File: src/rtl/ser_tx_pkg.sv
// Shared types and helpers for the serial transmitter.
package ser_tx_pkg;

    typedef enum logic [1:0] {
        IDLE  = 2'd0,
        SHIFT = 2'd1,
        DONE  = 2'd2
    } state_t;

    // Counter width for a count range of n; never narrower than one bit.
    function automatic int ctr_width(input int n);
        return (n <= 1) ? 1 : $clog2(n);
    endfunction

endpackage

File: src/rtl/bit_tick_gen.sv
// Bit-period divider: one-cycle tick every DIV cycles, restartable via load.
module bit_tick_gen
    import ser_tx_pkg::*;
#(
    parameter int DIV = 1
) (
    input  logic clk,
    input  logic rst,
    input  logic load,
    output logic tick
);

    localparam int CW = ctr_width(DIV);
    localparam logic [CW-1:0] RELOAD = CW'(DIV - 1);

    logic [CW-1:0] cnt;

    always_ff @(posedge clk) begin
        if (rst)
            cnt <= '0;
        else if (load || cnt == '0)
            cnt <= RELOAD;
        else
            cnt <= cnt - 1'b1;
    end

    assign tick = (cnt == '0);

endmodule

File: src/rtl/ser_tx.sv
// Parametrised serial transmitter: valid/ready word intake, programmable bit
// period, selectable shift order, abort and restart support.
module ser_tx
    import ser_tx_pkg::*;
#(
    parameter int WIDTH     = 8,
    parameter int DIV       = 1,
    parameter int LSB_FIRST = 0,
    parameter int RESTART   = 1
) (
    input  logic             clk,
    input  logic             rst,
    input  logic [WIDTH-1:0] data,
    input  logic             valid,
    output logic             ready,
    input  logic             abort,
    // Serial output; `bit` is a reserved word, hence ser_bit.
    output logic             ser_bit,
    output logic             busy,
    output logic             finish
);

    localparam logic [1:0] S_IDLE  = IDLE;
    localparam logic [1:0] S_SHIFT = SHIFT;
    localparam logic [1:0] S_DONE  = DONE;
    localparam int BW = ctr_width(WIDTH);

    logic [1:0]       state;
    logic [BW-1:0]    bcnt;
    logic [WIDTH-1:0] shreg;
    logic [WIDTH-1:0] shreg_nxt;
    logic             in_shift;
    logic             accept;
    logic             tick;

    assign in_shift = (state == S_SHIFT);
    assign ready    = !in_shift || (RESTART != 0);
    assign accept   = valid && ready && !abort;

    // The output bit is always the leading end of the shift register, so the
    // last bit naturally holds in DONE and clearing the register zeroes it.
    generate
        if (LSB_FIRST != 0) begin : g_lsb
            assign ser_bit   = shreg[0];
            assign shreg_nxt = {1'b0, shreg[WIDTH-1:1]};
        end else begin : g_msb
            assign ser_bit   = shreg[WIDTH-1];
            assign shreg_nxt = {shreg[WIDTH-2:0], 1'b0};
        end
    endgenerate

    bit_tick_gen #(.DIV(DIV)) u_tick (
        .clk  (clk),
        .rst  (rst),
        .load (accept),
        .tick (tick)
    );

    always_ff @(posedge clk) begin
        if (rst) begin
            state  <= S_IDLE;
            shreg  <= '0;
            bcnt   <= '0;
            busy   <= 1'b0;
            finish <= 1'b1;
        end else if (abort && in_shift) begin
            state  <= S_IDLE;
            shreg  <= '0;
            busy   <= 1'b0;
            finish <= 1'b0;
        end else if (accept) begin
            state  <= S_SHIFT;
            shreg  <= data;
            bcnt   <= BW'(WIDTH - 1);
            busy   <= 1'b1;
            finish <= 1'b0;
        end else if (in_shift && tick) begin
            if (bcnt != '0) begin
                shreg <= shreg_nxt;
                bcnt  <= bcnt - 1'b1;
            end else begin
                state  <= S_DONE;
                busy   <= 1'b0;
                finish <= 1'b1;
            end
        end
    end

endmodule

File: config.mk
export PLATFORM = sky130hd
export DESIGN_NAME = ser_tx
export DESIGN_NICKNAME = d
export VERILOG_FILES = /design/src/rtl/ser_tx_pkg.sv /design/src/rtl/bit_tick_gen.sv /design/src/rtl/ser_tx.sv
export SDC_FILE = /design/constraint.sdc
export NUM_CORES = 1
export LEC_CHECK = 0
export BUFFER_PORTS_ARGS = -buffer_cell sky130_fd_sc_hd__buf_4
export CORE_UTILIZATION = 50
export DETAILED_ROUTE_END_ITERATION = 16
export GPL_ROUTABILITY_DRIVEN = 0
export PLACE_DENSITY = 0.74
export SYNTH_ARGS = -nofsm -noshare
export SYNTH_HDL_FRONTEND = slang
export SYNTH_SLANG_ARGS = --single-unit
File: constraint.sdc
create_clock -name clk -period 1.6 [get_ports clk]
set_input_delay 0.32 -clock clk [delete_from_list [all_inputs] [get_ports clk]]
set_output_delay 0.32 -clock clk [all_outputs]
set_load 0.05 [all_outputs]
* Yosys cells after proc, flatten, opt, wreduce, memory -nomap -nowiden
Cells that the tools add are included.
** Storage, ports and cells
- Register bits :: 16
- Bits of input ports :: 12
- Output and inout port bits :: 4
** Cells by class
- $add $sub $neg :: 2
- Eq/ne operators :: 3
- Muxes and demuxes :: 16
- Bitwise operators :: 3
- Reductions and logical operators :: 17
** Operators by type and width (number)
- 8-bit 2-to-1 mux :: 3
- 1-bit 2-to-1 mux :: 10
- 3-bit 2-to-1 mux :: 3
- 2-bit AND reduction :: 4
- 3-bit nonzero test :: 2
- 2-bit nonzero test :: 2
- 2-bit OR reduction :: 2
- 1-bit logical AND :: 3
- 3-bit by 2-bit != test with 1-bit output, second input constant :: 1
- 1-bit inverter :: 3
- 3-bit AND reduction :: 1
- 3-bit OR reduction :: 1
- 3-bit by 1-bit subtractor with 3-bit output, second input constant :: 1
- 2-bit by 1-bit equality test with 1-bit output, second input constant :: 1
- 2-bit by 1-bit != test with 1-bit output, second input constant :: 1
- 1-bit logical NOT :: 1
- 1-bit logical OR :: 1
- 1-bit subtractor, second input constant :: 1

* Longest topological paths before layout
- Word-level depth :: 5
- Mapped depth :: 6

* Cells and area by module
Synthesis repeated with hierarchy kept, for this count alone.
** Second synthesis, totals
- Cells, all modules :: 87
- Area total of the unflattened synthesis :: 755.7 µm²
** By module, submodules not included
- ser_tx :: instances 1, cells each 84, area each 728.2 µm², sequential area each 280.3 µm²
- bit_tick_gen :: instances 1, cells each 3, area each 27.5 µm², sequential area each 20.0 µm²

* Least setup slack after synthesis
No wires, ideal clock.
- Kind :: register to register
- Start point :: register state[0]
- End point :: register shreg[0]
- Library setup time :: 120 ps
- Arrival time :: 1430 ps
- Data required time :: 1480 ps
- Path slack :: 50 ps
- Stages on the path, launching flop included :: 5
- Path buffers :: 1
- Clock period less this slack :: 1550 ps
- Path through :: dfxtp_1 or3b_4 buf_6 o211ai_2 a21oi_1
** Between the ends
- Word-level cells in the longest chain between the ends :: 4
- Elaborated cells on any way between the ends :: 6
- Classes of those cells :: 1 x eq/ne; 5 x reduce/logical
** RTL lines
- start, declared :: RTL line ser_tx.sv:28 : logic [1:0] state;
- start signal, assigned :: RTL line ser_tx.sv:61 : state <= S_IDLE;
- start signal, assigned :: RTL line ser_tx.sv:67 : state <= S_IDLE;
- start signal, assigned :: RTL line ser_tx.sv:72 : state <= S_SHIFT;
- 2-bit by 1-bit equality test with 1-bit output (*) :: RTL line ser_tx.sv:36 : assign in_shift = (state == S_SHIFT);
- 1-bit logical AND :: RTL line ser_tx.sv:77 : end else if (in_shift && tick) begin
- 2-bit nonzero test (no line)
- 2-bit AND reduction (no line)
- end signal, assigned :: RTL line ser_tx.sv:73 : shreg <= data;
- end signal, assigned :: RTL line ser_tx.sv:79 : shreg <= shreg_nxt;
- end, declared :: RTL line ser_tx.sv:30 : logic [WIDTH-1:0] shreg;
Every way passes the cells marked *; elsewhere a longest branch is shown, timed or not.
A chain may end at the register's enable or synchronous reset.

* Worst setup path after layout
- Start point :: register bcnt[1]
- End point :: register bcnt[1]
** Between the ends
- Word-level cells in the longest chain between the ends :: 4
- Elaborated cells on any way between the ends :: 7
- Classes of those cells :: 1 x add/sub; 3 x mux; 3 x reduce/logical
** RTL lines
- start, declared :: RTL line ser_tx.sv:29 : logic [BW-1:0] bcnt;
- start signal, assigned :: RTL line ser_tx.sv:74 : bcnt <= BW'(WIDTH - 1);
- start signal, assigned :: RTL line ser_tx.sv:80 : bcnt <= bcnt - 1'b1;
- 3-bit by 1-bit subtractor with 3-bit output :: RTL line ser_tx.sv:80
- 3-bit 2-to-1 mux :: RTL line ser_tx.sv:78 : if (bcnt != '0) begin
- 3-bit 2-to-1 mux :: RTL line ser_tx.sv:77
- 3-bit 2-to-1 mux :: RTL line ser_tx.sv:71 : end else if (accept) begin
Parallel ways exist; a longest one is shown, timed or not. The select of a mux whose other input is x is not followed.

==> results.txt <==
chip width: 41.7 um
DR vias/cell: 6.16
CP Max Fanout: 10
worst vdd ir: 615 uV
cts bufs inserted: 3
Power Density: 939 nW/um2
most frequent cell after synthesis: dfxtp_1
WL per Instance: 15.1 um
Distinct cells, synth: 32
core area: 1380 um2
routed wire length: 1750 um
Post-CTS Setup Bufs: 0
GRT overflow: 0
post-DP HPWL: 1260 um
die area: 1740 um2
Leak: 0.360 nW
Switching Fraction: 32.6%
Main synth FF type: dfxtp_1
cell-by-cell trace of the critical path: inv_1 > ha_1 > nand2b_1 > a21oi_1 > a221oi_1
final hold violation count: 0
clk buf depth: 2
status: complete, no violations
critical path arrival: 1.58 ns
dominant cell type by area after synthesis: dfxtp_1
clk_lat worst skew: 0.29 ns
Cell Rows: 13
initial antenna violation count: 0
Avg Cell Area, Syn: 9.18 um2
H-tree levels: 1
via count: 714
drt drc: 0
port bufs: 14
Sequential Power Share: 48.5%
first-pass GRT wire length: 3040 um
WHS: 0.191 ns
Stages on worst setup path: 5
Initial Util: 57.1%
Fin Setup TNS: 0 ns
Buf/Inv on CP: 1
critical path capture point type: flop
type of the worst min-delay path: primary input to flop
clock root buffer: clkbuf_4
largest net degree at the start of global routing: 12
I/O pins: 16
area grow syn2layout: 17.0%
CTS tree: done
total of max-cap violations: 0
clk_skew: 0.00789 ns
met2 routed WL: 890 um
Routed Antenna Nets: 0
post-CTS sizing: 0
FMAX: 719 MHz
Required @ worst endpoint: 1.79 ns
Synth top area share: 38.0%
final setup fails: 0
DR iter-0 viols: 23
minimum clock period: 1.39 ns
Slew Limit Fails: 0
metal3 WL: 99 um
DR pass1 iterations: 4
Int Power: 0.000585 W
die height: 41.7 um
hold_buf cts: 0
RSZ-0062 raised after global routing: false
Syn Std Cell Area: 790 um2
final cycle utilization of the critical path: 86.9%
total power: 0.000867 W
final net count: 116
Top Layer Used: met4
Top Family by Delay on Critical Path: compound AO/OA/AOI/OAI gates
#FFs+latches synth: 15
synth warn: 0
CTS sink count: 15
GR Util All Layers: 22.8%
WL met1: 747 um
ranking of synthesized cells by area: dfxtp_1 38%, o21ai_2 7.8%, a211oi_1 6.7%
critical path startpoint category: flop
Clk pwr share: 26.2%
CP startpoint: bcnt[1]$_SDFFE_PP0P_
Worst path slowest cell: dfxtp_1
Seq/Total Area, Yosys: 38.0%
Reg-to-Reg Start: bcnt[1]$_SDFFE_PP0P_
cell count of the worst hold path: 2
combinational share of power: 25.3%
Antenna Diode Count: 0
clk slew on worst S/H paths: 0.10 ns
FF-to-FF path depth: 5
net count after synthesis: 100
worst hold path startpoint: rst
Crit path largest cell delay: 0.34 ns
Async SR Flop Fraction: 0%
layout cells sized above 1: 36.6%
Post-synth EDFFs: 0
number of global-route vias before repair: 715
Setup CP Type: flop to flop
Synth top cells by count: 15 x dfxtp_1, 8 x nor2_1, 7 x a211oi_1, 7 x a31oi_1, 7 x o21ai_2
gate count of the mapped netlist: 86
P_sw: 0.000282 W
-- power by group through the flow --
| stage | Sequential [W] | Combinational (W) | Clock, W |
|---|---|---|---|
| 6_report | 0.000420 | 0.000220 | 0.000227 |
| 5_1_grt | 0.000422 | 0.000242 | 0.000248 |
| 4_1_cts | 0.000420 | 0.000220 | 0.000228 |
| 3_5_place_dp | 0.000428 | 0.000219 | 0 |
| 3_3_place_gp | 0.000427 | 0.000214 | 0 |
| 2_1_floorplan | 0.000444 | 0.000139 | 0 |
-- worst paths after layout --
path	to	slack, ns
setup / recovery	bcnt[1]$_SDFFE_PP0P_	0.21
hold / removal	bcnt[2]$_SDFFE_PP0P_	0.19
setup reg to reg	bcnt[1]$_SDFFE_PP0P_	0.21
hold reg to reg	shreg[7]$_SDFFE_PP0P_	0.47
-- cell usage in the layout (no fill, tap or decap), drive strengths merged, types with 3 or more instances in the layout --
master  count
a211oi      7
a21oi       5
a31oi       7
buf        19
clkbuf      4
dfxtp      15
inv         3
nor2        9
o21ai       9
-- flip-flops by register name (all words and copies together), names as in the netlist --
| name | cells |
|---|---|
| shreg | 8 |
| u_tick.cnt | 1 |
| state | 2 |
| bcnt | 3 |
| finish | 1 |
-- cell families after synthesis --
| logic type | after synthesis | share of synthesized area (%) |
|---|---|---|
| compound gates | 33 | 31.1 |
| simple gates | 23 | 18.5 |
| flops | 15 | 38.0 |
| buf+inv | 11 | 8.24 |
| fa+ha+maj | 2 | 3.17 |
| other cells | 2 | 0.951 |
-- final cells by class --
class	instances	area, um2
inverters	3	11.3
fillers	114	459
repair buffers	19	143
flip-flops and latches	15	300
well taps	15	18.8
clock buffers	4	26.3
multi-input cells	60	424
-- layer usage --
layer	track usage [%]	vias to the layer above
met5	0	-
met4	12.9	0
met3	8.26	6
met2	33.8	28
met1	28.4	336
li1	-	344
-- through the flow --
step | setup WS (ns) | cells | util [%] | area (um2)
finish | 0.209 | 116 | 66.8 | 923
global route | 0.0710 | 116 | 66.8 | 923
CTS | 0.212 | 116 | 66.8 | 923
detailed placement | 0.237 | 112 | 64.9 | 897
global placement | 0.218 | 112 | 64.9 | 897
floorplan | 0.0501 | 86 | - | 790
Power figures use the tool's default switching activity.
